`src/rtl/fetch_pc_unit_pkg.sv`:
```
// Shared types and constants for the fetch PC generator and its buffers.
package fetch_pc_unit_pkg;

  localparam int unsigned CPU_W = 32;

  typedef logic [CPU_W-1:0] CpuType;

  localparam CpuType RESET_PC_DEF = 32'h0000_0000;

  // One decoded-ready fetch result: the PC it was fetched from and the word returned.
  typedef struct packed {
    CpuType      Pc;
    logic [31:0] Ins;
  } FetchEntryType;

  typedef enum logic {
    BOOT = 1'b0,
    RUN  = 1'b1
  } FeState;

  // Redirect targets are forced onto a word boundary; the low bits only feed the error pulse.
  function automatic CpuType align_word(input CpuType addr);
    return {addr[CPU_W-1:2], 2'b00};
  endfunction

endpackage

```
`src/rtl/fetch_pc_unit_fetch_fifo.sv`:
```
// Small synchronous FIFO with flush; used for both PC tags and fetched entries.
module fetch_pc_unit_fetch_fifo #(
  parameter type         T     = logic [31:0],
  parameter int unsigned DEPTH = 2
) (
  input  logic                         clk,
  input  logic                         rst_n,
  input  logic                         push_i,
  input  T                             wdata_i,
  input  logic                         pop_i,
  input  logic                         flush_i,
  output T                             rdata_o,
  output logic [$clog2(DEPTH+1)-1:0]   count_o,
  output logic                         empty_o,
  output logic                         full_o
);

  localparam int unsigned CNT_W = $clog2(DEPTH + 1);
  localparam int unsigned PTR_W = (DEPTH > 1) ? $clog2(DEPTH) : 1;

  T                 mem_q [DEPTH];
  logic [PTR_W-1:0] wr_ptr_q, wr_ptr_d;
  logic [PTR_W-1:0] rd_ptr_q, rd_ptr_d;
  logic [CNT_W-1:0] cnt_q, cnt_d;
  logic             do_push;
  logic             do_pop;

  function automatic logic [PTR_W-1:0] ptr_inc(input logic [PTR_W-1:0] p);
    return (p == PTR_W'(DEPTH - 1)) ? '0 : p + PTR_W'(1);
  endfunction

  assign empty_o = (cnt_q == '0);
  assign full_o  = (cnt_q == CNT_W'(DEPTH));
  assign count_o = cnt_q;
  assign rdata_o = mem_q[rd_ptr_q];

  // A flush cancels any same-cycle push or pop.
  assign do_push = push_i & ~flush_i & (~full_o | pop_i);
  assign do_pop  = pop_i & ~flush_i & ~empty_o;

  // Pointer and occupancy next-state.
  always_comb begin
    wr_ptr_d = wr_ptr_q;
    rd_ptr_d = rd_ptr_q;
    cnt_d    = cnt_q;
    if (flush_i) begin
      wr_ptr_d = '0;
      rd_ptr_d = '0;
      cnt_d    = '0;
    end else begin
      if (do_push) wr_ptr_d = ptr_inc(wr_ptr_q);
      if (do_pop)  rd_ptr_d = ptr_inc(rd_ptr_q);
      cnt_d = cnt_q + CNT_W'(do_push) - CNT_W'(do_pop);
    end
  end

  // Pointer and occupancy registers.
  always_ff @(posedge clk or negedge rst_n) begin
    if (!rst_n) begin
      wr_ptr_q <= '0;
      rd_ptr_q <= '0;
      cnt_q    <= '0;
    end else begin
      wr_ptr_q <= wr_ptr_d;
      rd_ptr_q <= rd_ptr_d;
      cnt_q    <= cnt_d;
    end
  end

  // Storage needs no reset; occupancy alone decides what is valid.
  always_ff @(posedge clk) begin
    if (do_push) mem_q[wr_ptr_q] <= wdata_i;
  end

endmodule

```
`src/rtl/fetch_pc_unit.sv`:
```
// Fetch-stage PC generator: issues sequential imem requests, tracks them,
// drops stale responses after a redirect and buffers results for decode.
module fetch_pc_unit
  import fetch_pc_unit_pkg::*;
#(
  parameter int unsigned     XLEN     = 32,
  parameter logic [XLEN-1:0] RESET_PC = RESET_PC_DEF,
  parameter int unsigned     DEPTH    = 2
) (
  input  logic            clk,
  input  logic            rst_n,
  input  logic            bj_en,
  input  logic [XLEN-1:0] bj_pc,
  output logic            imem_req_valid,
  input  logic            imem_req_ready,
  output logic [XLEN-1:0] imem_req_addr,
  input  logic            imem_rsp_valid,
  input  logic [31:0]     imem_rsp_data,
  output logic            out_valid,
  input  logic            out_ready,
  output logic [XLEN-1:0] out_pc,
  output logic [XLEN-1:0] out_pc_add4,
  output logic [31:0]     out_ins,
  output logic            misalign_err
);

  localparam int unsigned CNT_W = $clog2(DEPTH + 1);
  localparam int unsigned SUM_W = CNT_W + 1;

  FeState           state_q;
  CpuType           fetch_pc_q, fetch_pc_d;
  logic [CNT_W-1:0] inflight_q, inflight_d;
  logic [CNT_W-1:0] drop_cnt_q, drop_cnt_d;
  logic             misalign_q;

  logic             req_fire;
  logic             rsp_keep;
  logic [SUM_W-1:0] credit_used;

  CpuType           tag_head;
  logic [CNT_W-1:0] tag_cnt;
  logic             tag_empty;
  logic             tag_full;

  FetchEntryType    fe_wdata;
  FetchEntryType    fe_head;
  logic [CNT_W-1:0] fe_cnt;
  logic             fe_empty;
  logic             fe_full;

  // Credit: in-flight requests plus buffered entries may never exceed DEPTH,
  // which guarantees every kept response has a free fetch-FIFO slot.
  assign credit_used    = {1'b0, inflight_q} + {1'b0, fe_cnt};
  assign imem_req_valid = (state_q == RUN) & ~bj_en & (credit_used < SUM_W'(DEPTH));
  assign imem_req_addr  = XLEN'(fetch_pc_q);
  assign req_fire       = imem_req_valid & imem_req_ready;

  // A response is kept only when nothing older is pending a drop and no redirect is in progress.
  assign rsp_keep = imem_rsp_valid & ~bj_en & (drop_cnt_q == '0);
  assign fe_wdata = '{Pc: tag_head, Ins: imem_rsp_data};

  assign out_valid    = ~fe_empty;
  assign out_pc       = XLEN'(fe_head.Pc);
  assign out_pc_add4  = XLEN'(fe_head.Pc + CPU_W'(4));
  assign out_ins      = fe_head.Ins;
  assign misalign_err = misalign_q;

  // BOOT lasts exactly one cycle after reset; RUN holds until the next reset.
  always_ff @(posedge clk or negedge rst_n) begin
    if (!rst_n) state_q <= BOOT;
    else        state_q <= RUN;
  end

  // Next fetch PC, outstanding-request count and stale-response drop count.
  always_comb begin
    fetch_pc_d = fetch_pc_q;
    inflight_d = inflight_q + CNT_W'(req_fire) - CNT_W'(imem_rsp_valid);
    drop_cnt_d = drop_cnt_q;
    if (bj_en) begin
      fetch_pc_d = align_word(CPU_W'(bj_pc));
      if (state_q == RUN) drop_cnt_d = inflight_q - CNT_W'(imem_rsp_valid);
    end else begin
      if (req_fire) fetch_pc_d = fetch_pc_q + CPU_W'(4);
      if (imem_rsp_valid && (drop_cnt_q != '0)) drop_cnt_d = drop_cnt_q - CNT_W'(1);
    end
  end

  // Datapath registers.
  always_ff @(posedge clk or negedge rst_n) begin
    if (!rst_n) begin
      fetch_pc_q <= CPU_W'(RESET_PC);
      inflight_q <= '0;
      drop_cnt_q <= '0;
      misalign_q <= 1'b0;
    end else begin
      fetch_pc_q <= fetch_pc_d;
      inflight_q <= inflight_d;
      drop_cnt_q <= drop_cnt_d;
      misalign_q <= bj_en & (bj_pc[1:0] != 2'b00);
    end
  end

  // PC of each outstanding request, consumed in order as responses return.
  fetch_pc_unit_fetch_fifo #(
    .T     (CpuType),
    .DEPTH (DEPTH)
  ) u_tag_fifo (
    .clk     (clk),
    .rst_n   (rst_n),
    .push_i  (req_fire),
    .wdata_i (fetch_pc_q),
    .pop_i   (imem_rsp_valid),
    .flush_i (1'b0),
    .rdata_o (tag_head),
    .count_o (tag_cnt),
    .empty_o (tag_empty),
    .full_o  (tag_full)
  );

  // Completed fetches waiting for decode; flushed on redirect.
  fetch_pc_unit_fetch_fifo #(
    .T     (FetchEntryType),
    .DEPTH (DEPTH)
  ) u_entry_fifo (
    .clk     (clk),
    .rst_n   (rst_n),
    .push_i  (rsp_keep),
    .wdata_i (fe_wdata),
    .pop_i   (out_valid & out_ready),
    .flush_i (bj_en),
    .rdata_o (fe_head),
    .count_o (fe_cnt),
    .empty_o (fe_empty),
    .full_o  (fe_full)
  );

  // Structural invariants of the credit and drop bookkeeping.
  a_rsp_has_inflight: assert property (@(posedge clk) disable iff (!rst_n)
    imem_rsp_valid |-> (inflight_q != '0) && !tag_empty);
  a_tag_tracks_inflight: assert property (@(posedge clk) disable iff (!rst_n)
    tag_cnt == inflight_q);
  a_drop_le_inflight: assert property (@(posedge clk) disable iff (!rst_n)
    drop_cnt_q <= inflight_q);
  a_credit_bound: assert property (@(posedge clk) disable iff (!rst_n)
    credit_used <= SUM_W'(DEPTH));
  a_no_tag_overflow: assert property (@(posedge clk) disable iff (!rst_n)
    !(req_fire && tag_full));
  a_no_entry_overflow: assert property (@(posedge clk) disable iff (!rst_n)
    !(rsp_keep && fe_full && !(out_valid && out_ready)));

endmodule

```
`config.mk`:
```
export PLATFORM = sky130hd
export DESIGN_NAME = fetch_pc_unit
export DESIGN_NICKNAME = d
export VERILOG_FILES = /design/src/rtl/fetch_pc_unit_pkg.sv /design/src/rtl/fetch_pc_unit_fetch_fifo.sv /design/src/rtl/fetch_pc_unit.sv
export SDC_FILE = /design/constraint.sdc
export NUM_CORES = 1
export LEC_CHECK = 0
export CAP_MARGIN = 25
export CELL_PAD_IN_SITES_DETAIL_PLACEMENT = 1
export CELL_PAD_IN_SITES_GLOBAL_PLACEMENT = 1
export CORE_MARGIN = 2
export CORE_UTILIZATION = 35
export DETAILED_ROUTE_END_ITERATION = 10
export PLACE_DENSITY_LB_ADDON = 0.25
export SLEW_MARGIN = 25
export SYNTH_ARGS = -nofsm -noshare
export SYNTH_HDL_FRONTEND = slang
export SYNTH_SLANG_ARGS = --single-unit
```
`constraint.sdc`:
```
create_clock -name clk -period 6.6 [get_ports clk]
set_clock_uncertainty 0.15 [all_clocks]
set_input_delay 1.65 -clock clk [delete_from_list [all_inputs] [get_ports clk]]
set_output_delay 1.65 -clock clk [all_outputs]
set_load 0.02 [all_outputs]
```
======== Word-level counts from Yosys, hierarchy flattened ========
Memory sizes are Yosys's and may differ from the RTL's.
Index checks and enable logic that the tools add are counted.
word-level totals
  output and inout port bits .............. 131
  memories kept ........................... 2
  RAM bits ................................ 192
  bits in registers ....................... 46
  input port bits ......................... 70
  ROM bits ................................ 0
  bits in latches ......................... 0
  word-level logic and storage cells ...... 81
memories
  name                words  bits a word  read ports  clocked after Yosys merged registers in  wr ports  line                            source
  u_entry_fifo.mem_q  2      64           1           0                                        1         fetch_pc_unit_fetch_fifo.sv:21  T mem_q [DEPTH];
  u_tag_fifo.mem_q    2      32           1           0                                        1         fetch_pc_unit_fetch_fifo.sv:21
cells by class
  $add $sub $neg .......................... 15
  muxes and demuxes ....................... 18
  reduce and logical (&&, ||, !) cells .... 11
  multiply operators ...................... 0
  shift operators ......................... 0
  equal/unequal tests ..................... 3
  order comparisons ....................... 1
  bitwise logic cells ..................... 20
  divide/modulo/power cells ............... 0
operator list
  cell                                                   count
  adder 32 x 3 -> 32 bit, second input constant          2
  two-way mux 32 bit                                     2
  AND 1 bit                                              13
  two-way mux 1 bit                                      12
  nonzero test 2 bit                                     6
  two-way mux 2 bit                                      4
  subtractor 2 x 1 -> 2 bit                              4
  adder 2 x 1 -> 2 bit                                   3
  zero test 2 bit                                        3
  NOT 1 bit                                              5
  adder 1 bit, second input constant                     4
  equality test 2 bit, second input constant             2
  adder 2 x 2 -> 3 bit                                   1
  < comparator 3 x 2 -> 1 bit, second input constant     1
  inequality test 2 x 1 -> 1 bit, second input constant  1
  bitwise OR 1 bit                                       2
  AND reduction 2 bit                                    1
  subtractor 2 x 1 -> 2 bit, second input constant       1
  logical AND 1 bit                                      1

======== Logic depth before layout (Yosys ltp) ========
  word-level depth ........................ 8
  mapped depth ............................ 12
  mapped depth without buffers ............ 11

======== By module ========
Synthesis repeated with hierarchy kept, for this count alone.
second synthesis, totals
  cells, all modules ...................... 682
  area total of the unflattened synthesis .. 10118.5 sq um
modules (own cells, without submodules)
  module                                   times used  cells each  area an instance (sq um)  seq. area each (sq um)
  fetch_pc_unit_fetch_fifo (u_entry_fifo)  1           223         4838.4                    3943.8
  fetch_pc_unit                            1           335         2740.1                    900.9
  fetch_pc_unit_fetch_fifo (u_tag_fifo)    1           124         2539.9                    2021.9

======== Worst setup path before layout ========
OpenSTA, ideal clock, no wires.
  path type ............................... input port to flip-flop
  from .................................... input bj_en
  to ...................................... memory u_tag_fifo.mem_q[0][10] (netlist name) (enable)
  setup time .............................. 0.455 ns
  cell stages on the path ................. 5
  required time ........................... 5.995 ns
  path buffers ............................ 1
  data arrival time ....................... 5.180 ns
  path slack .............................. 0.816 ns
  cells stage by stage .................... nor4b_1 -> and2_1 -> inv_1 -> clkbuf_1 -> nor3_1
on the way
  longest elaborated chain between the ends .. 7
ends and longest elaborated chain
  item                                     line                            source
  start, declared                          fetch_pc_unit.sv:12             input logic bj_en,
  NOT 1 bit                                fetch_pc_unit.sv:54             assign imem_req_valid = (state_q == RUN) & ~bj_en & (credit_used < SUM_W'(DEPTH));
  AND 1 bit (2 in a row)                   fetch_pc_unit.sv:54
  AND 1 bit                                fetch_pc_unit.sv:56             assign req_fire = imem_req_valid & imem_req_ready;
  AND 1 bit                                fetch_pc_unit_fetch_fifo.sv:38  assign do_push = push_i & ~flush_i & (~full_o | pop_i);
  two-way mux 1 bit                        fetch_pc_unit_fetch_fifo.sv:72  if (do_push) mem_q[wr_ptr_q] <= wdata_i;
  two-way mux 1 bit (not written as such)  fetch_pc_unit_fetch_fifo.sv:72
  end, declared                            fetch_pc_unit_fetch_fifo.sv:21
No other way between the ends.

======== Final worst setup path ========
  from .................................... register u_entry_fifo.rd_ptr_q
  to ...................................... output out_pc_add4[26]
on the way
  longest elaborated chain between the ends .. 2
ends and longest elaborated chain
  item                      line                            source
  start, declared           fetch_pc_unit_fetch_fifo.sv:23  logic [PTR_W-1:0] rd_ptr_q, rd_ptr_d;
  start signal, assigned    fetch_pc_unit_fetch_fifo.sv:65  rd_ptr_q <= rd_ptr_d;
  memory read (2 x 64 bit)  -
  adder 32 x 3 -> 32 bit    fetch_pc_unit.sv:64             assign out_pc_add4 = XLEN'(fe_head.Pc + CPU_W'(4));
  end, declared             fetch_pc_unit.sv:22             output logic [XLEN-1:0] out_pc_add4,
No other way between the ends.

==> results.md <==
Run status:
- The run finished with clean final reports.

Routing:
- Dividing the detail-routed via count by the number of cells gives 4.970.
- The remaining design rule violation count is 0.
- The wire length after detailed routing is 24,780 um.
- The iteration-0 DRC count of the detailed router is 399.
- Summing over every cut layer, the via total after detailed routing is 6,456.
- The count of nets left with antenna violations after detail routing is 0.
- Dividing the detail-routed wire length by the instance count gives 19.08 um.
- The first-pass iteration count of the detailed router is 6.

Timing:
- Setup total negative slack on the finished layout was measured at 0 ns.
- After layout, the worst path uses 89.42% of the clock period.
- For the pin with the worst max-slew slack, the measured transition is 0.9252 ns.
- The count of final setup violators is 0.
- Setup repair after global routing left no endpoint under its margin.
- The max-slew violation total from the final report was 0.
- The highest clock frequency the design can meet is 0.1694 GHz.
- The clock period minus final worst setup slack is 5.902 ns.
- The worst slew slack as a fraction of its limit is 37.75%.
- The final hold violation count is 0.
- The worst-case hold slack is 0.3472 ns.

Power and ir drop:
- Net switching is 27.89% of the power.
- For this design the total switching power over the nets is 1203 uW.
- The highest ir drop seen on vdd is 0.2094 mV.
- The power per cell area is 325.9 nW/um^2.
- The clock network power share is 34.0%.
- The overall power of the completed layout is 4315 uW.
- For this design the static power due to leakage is 0.004647 uW.
- The part of the total power dissipated in sequential elements is 43.0%.
- The internal power contribution is 3112 uW.
- Combinational logic is responsible for 23.0% of the overall power.

Worst setup path:
- In this run the critical register-to-register path is captured at u_tag_fifo.mem_q[1][31].
- The worst reg2reg path depth is 10.
- The critical path endpoint category is a primary output.
- The worst register-to-register path has a setup slack of 3.25 ns.
- The class of the most critical setup path is flip-flop to primary output.
- The worst register-to-register path begins at u_entry_fifo.count_o[0].
- The endpoint arrival time on the critical path is 4.10 ns.
- The largest stage delay on the critical path is 0.93 ns.
- The required time of the critical path is 4.80 ns.
- STA classifies the critical path startpoint as a flip-flop.
- The critical path goes through buf_4, nand4_1, a22oi_1, nand3_1, a2111oi_1, xnor2_1, clkdlybuf4s50_1.
- The critical-path cell with the highest stage delay is dfrtp_4.
- In this run the worst path has a maximum fanout of 57.

Min path:
- The kind of path behind the tightest hold check is flip-flop to flip-flop.
- In this run the most critical hold path is launched from drop_cnt_q[0].
- The worst hold path endpoint is drop_cnt_q[0].
- The worst hold path depth is 2.

Clocking:
- The library cell used as clock root buffer is clkbuf_16.
- Hold repair after CTS inserted 0 buffers.
- The later-pin clock latency in the skew report is 0.52 ns.
- The tree built by TritonCTS fans out to 228 sinks.
- The count of buffers added by post-CTS timing repair for setup is 0.
- CTS built an H-tree with a depth of 1.
- The number of cells upsized or downsized after cts is 0.
- The number of buffers on the longest clock path is 3.
- TritonCTS built the clock tree.
- TritonCTS created 25 clock buffers.
- The clock-pin slew of the registers on the worst-case setup and hold paths is 0.07 ns.

Logic synthesis:
- Synthesis produced 691 cells.
- The number of different library cells used by synthesis comes to 63.
- During synthesis, Yosys emitted a total of 0 warnings.
- In this run the mean area of a mapped cell was 14.40 sq um.
- The dominant register cell in the synthesized netlist is edfxtp_1.
- Yosys mapped a number of flops with a built-in enable equal to 184.
- The count of state elements after synthesis is 228.
- The post-synthesis cell area is 9950 sq um.
- The portion of the post-synthesis area used by sequential elements is 66.60%.
- The post-synthesis async set-or-reset flop share is 19.30%.

Finish:
- The most common cell after layout, fill and taps aside is clkdlybuf4s50_1.
- The count of filler cells inserted in the layout is 2,826.
- The net total in the final layout is 983.
- Summing all flip-flop and latch instances after layout gives 6630 sq um.
- The post-route netlist has 16.50% of its cells at a drive strength greater than 1.
- The area overhead of the layout relative to synthesis is 33.07%.
- The area of the multi-input gates is 3136 sq um.
- The total inserted antenna cells is 0.
- In the layout the commonest cells are clkdlybuf4s50_1 (193), edfxtp_1 (184), mux2_2 (84).

Die:
- The starting density of the core is 35.72%.
- The die is 172.6 um tall.
- The die outline width is 172.6 um.
- The number of I/O pins is 201.
- The floorplan has 61 rows.
- The core box area is 27,860 sq um.
- The area of the die is 29,790 sq um.

Global route:
- The initial antenna violation count is 0.
- Global routing finished with a remaining overflow of 0.
- Across every metal layer, demand over resource in global routing totals 16.52%.
- The largest net degree at the start of global routing is 58.
- The via count of the first global-routing pass is 6,734.
- The first-pass GRT wire length is 39,410 um.

Place:
- The HPWL after detailed placement is 17,290 um.
- The congestion estimate from routability-driven global placement came to 0.7829.
- The number of port buffers is 194.

Flow run:
- The tool flagged a number of max-cap violations equal to 0.
-- worst max-delay path, delay by kind of cell (launching register included) --
family          cells  cell delay, ns
flops               1            0.93
compound gates      2            0.88
buf+inv             2            1.08
xor+xnor            1            0.18
simple gates        2            0.46
-- worst max path at each step --
stage / start / end / slack (ns) / depth (start not counted)
after floorplan: bj_en / u_tag_fifo.mem_q[0][10] / 0.82 / 5
after global routing: u_entry_fifo.rd_ptr_q / out_pc_add4[26] / 0.34 / 9
after detailed placement: u_entry_fifo.rd_ptr_q / out_pc_add4[26] / 1.25 / 7
after CTS: u_entry_fifo.rd_ptr_q / out_pc_add4[26] / 0.66 / 9
final: u_entry_fifo.rd_ptr_q / out_pc_add4[26] / 0.70 / 7
after global placement: u_entry_fifo.rd_ptr_q / out_pc_add4[26] / 1.30 / 7
-- area by class of cell --
type / count / area share (%)
Tap cell: 378 / 3.572
Multi-Input combinational cell: 421 / 23.68
Inverter: 19 / 0.5387
Sequential cell: 228 / 50.08
Clock inverter: 11 / 1.191
Clock buffer: 35 / 5.387
Timing Repair Buffer: 207 / 15.55
-- power by group through the flow --
| stage | registers [uW] | clock network (uW) | logic (uW) |
|---|---|---|---|
| after floorplan | 1850 | 0 | 581 |
| after global placement | 1880 | 0 | 987 |
| after detailed placement | 1880 | 0 | 1000 |
| after CTS | 1860 | 1510 | 1010 |
| after global routing | 1880 | 1560 | 1080 |
| final | 1850 | 1470 | 993 |
-- routing by layer --
metal	routed length [um]	share of wire (%)	track usage [%]	vias to the layer above
met5	0	0	0	-
met2	11180	45	26.19	182
li1	-	-	-	3042
met1	11880	48	23.64	3203
met4	342	1.4	3.312	0
met3	1378	5.6	3.364	29
-- sequential cells by signal (all words and copies together), names as in the netlist --
signal,flops
u_tag_fifo.wr_ptr_q,1
u_entry_fifo.wr_ptr_q,1
state_q,1
u_tag_fifo.mem_q,60
u_tag_fifo.rd_ptr_q,1
imem_req_addr,30
drop_cnt_q,2
misalign_err,1
u_entry_fifo.count_o,2
u_entry_fifo.mem_q,124
u_entry_fifo.rd_ptr_q,1
inflight_q,2
u_tag_fifo.count_o,2
-- cell usage after synthesis (all sizes together), types with 7 or more instances --
master  count  area (sq um)
nand2      53         201.5
inv        19         71.32
nand4      21         137.6
o311ai      7         61.31
mux2i      10         100.1
a21oi      12         60.06
o211ai      7         52.55
nor3       10         50.05
buf        18         111.4
xnor2      24         210.2
nand3      32         165.2
mux2       85         960.9
ha         10         125.1
o21ai      23         115.1
clkbuf     10         37.54
edfxtp    184          5525
xor2       17         148.9
dfrtp      44          1101
nor2       29         108.9
-- cells by family after synthesis --
| kind of cell | share of synthesized area [%] |
|---|---|
| flip-flops | 66.60 |
| AND/OR/NAND/NOR | 9.734 |
| multiplexers | 10.66 |
| AO/OA/AOI/OAI | 5.647 |
| buffers and inverters | 2.213 |
| XOR/XNOR | 3.609 |
| adder cells (fa/ha/maj) | 1.459 |
| other | 0.07548 |
-- per-stage QoR --
step | worst slack, ns | area (sq um) | std cells | util [%]
after floorplan | 0.8157 | 9968 | 696 | -
after global placement | 1.300 | 12370 | 1253 | 44.40
after detailed placement | 1.253 | 12370 | 1253 | 44.40
after CTS | 0.6605 | 13240 | 1299 | 47.53
after global routing | 0.3361 | 13240 | 1299 | 47.53
final | 0.6983 | 13240 | 1299 | 47.53
No activity file was read; power rests on OpenSTA's default activity.
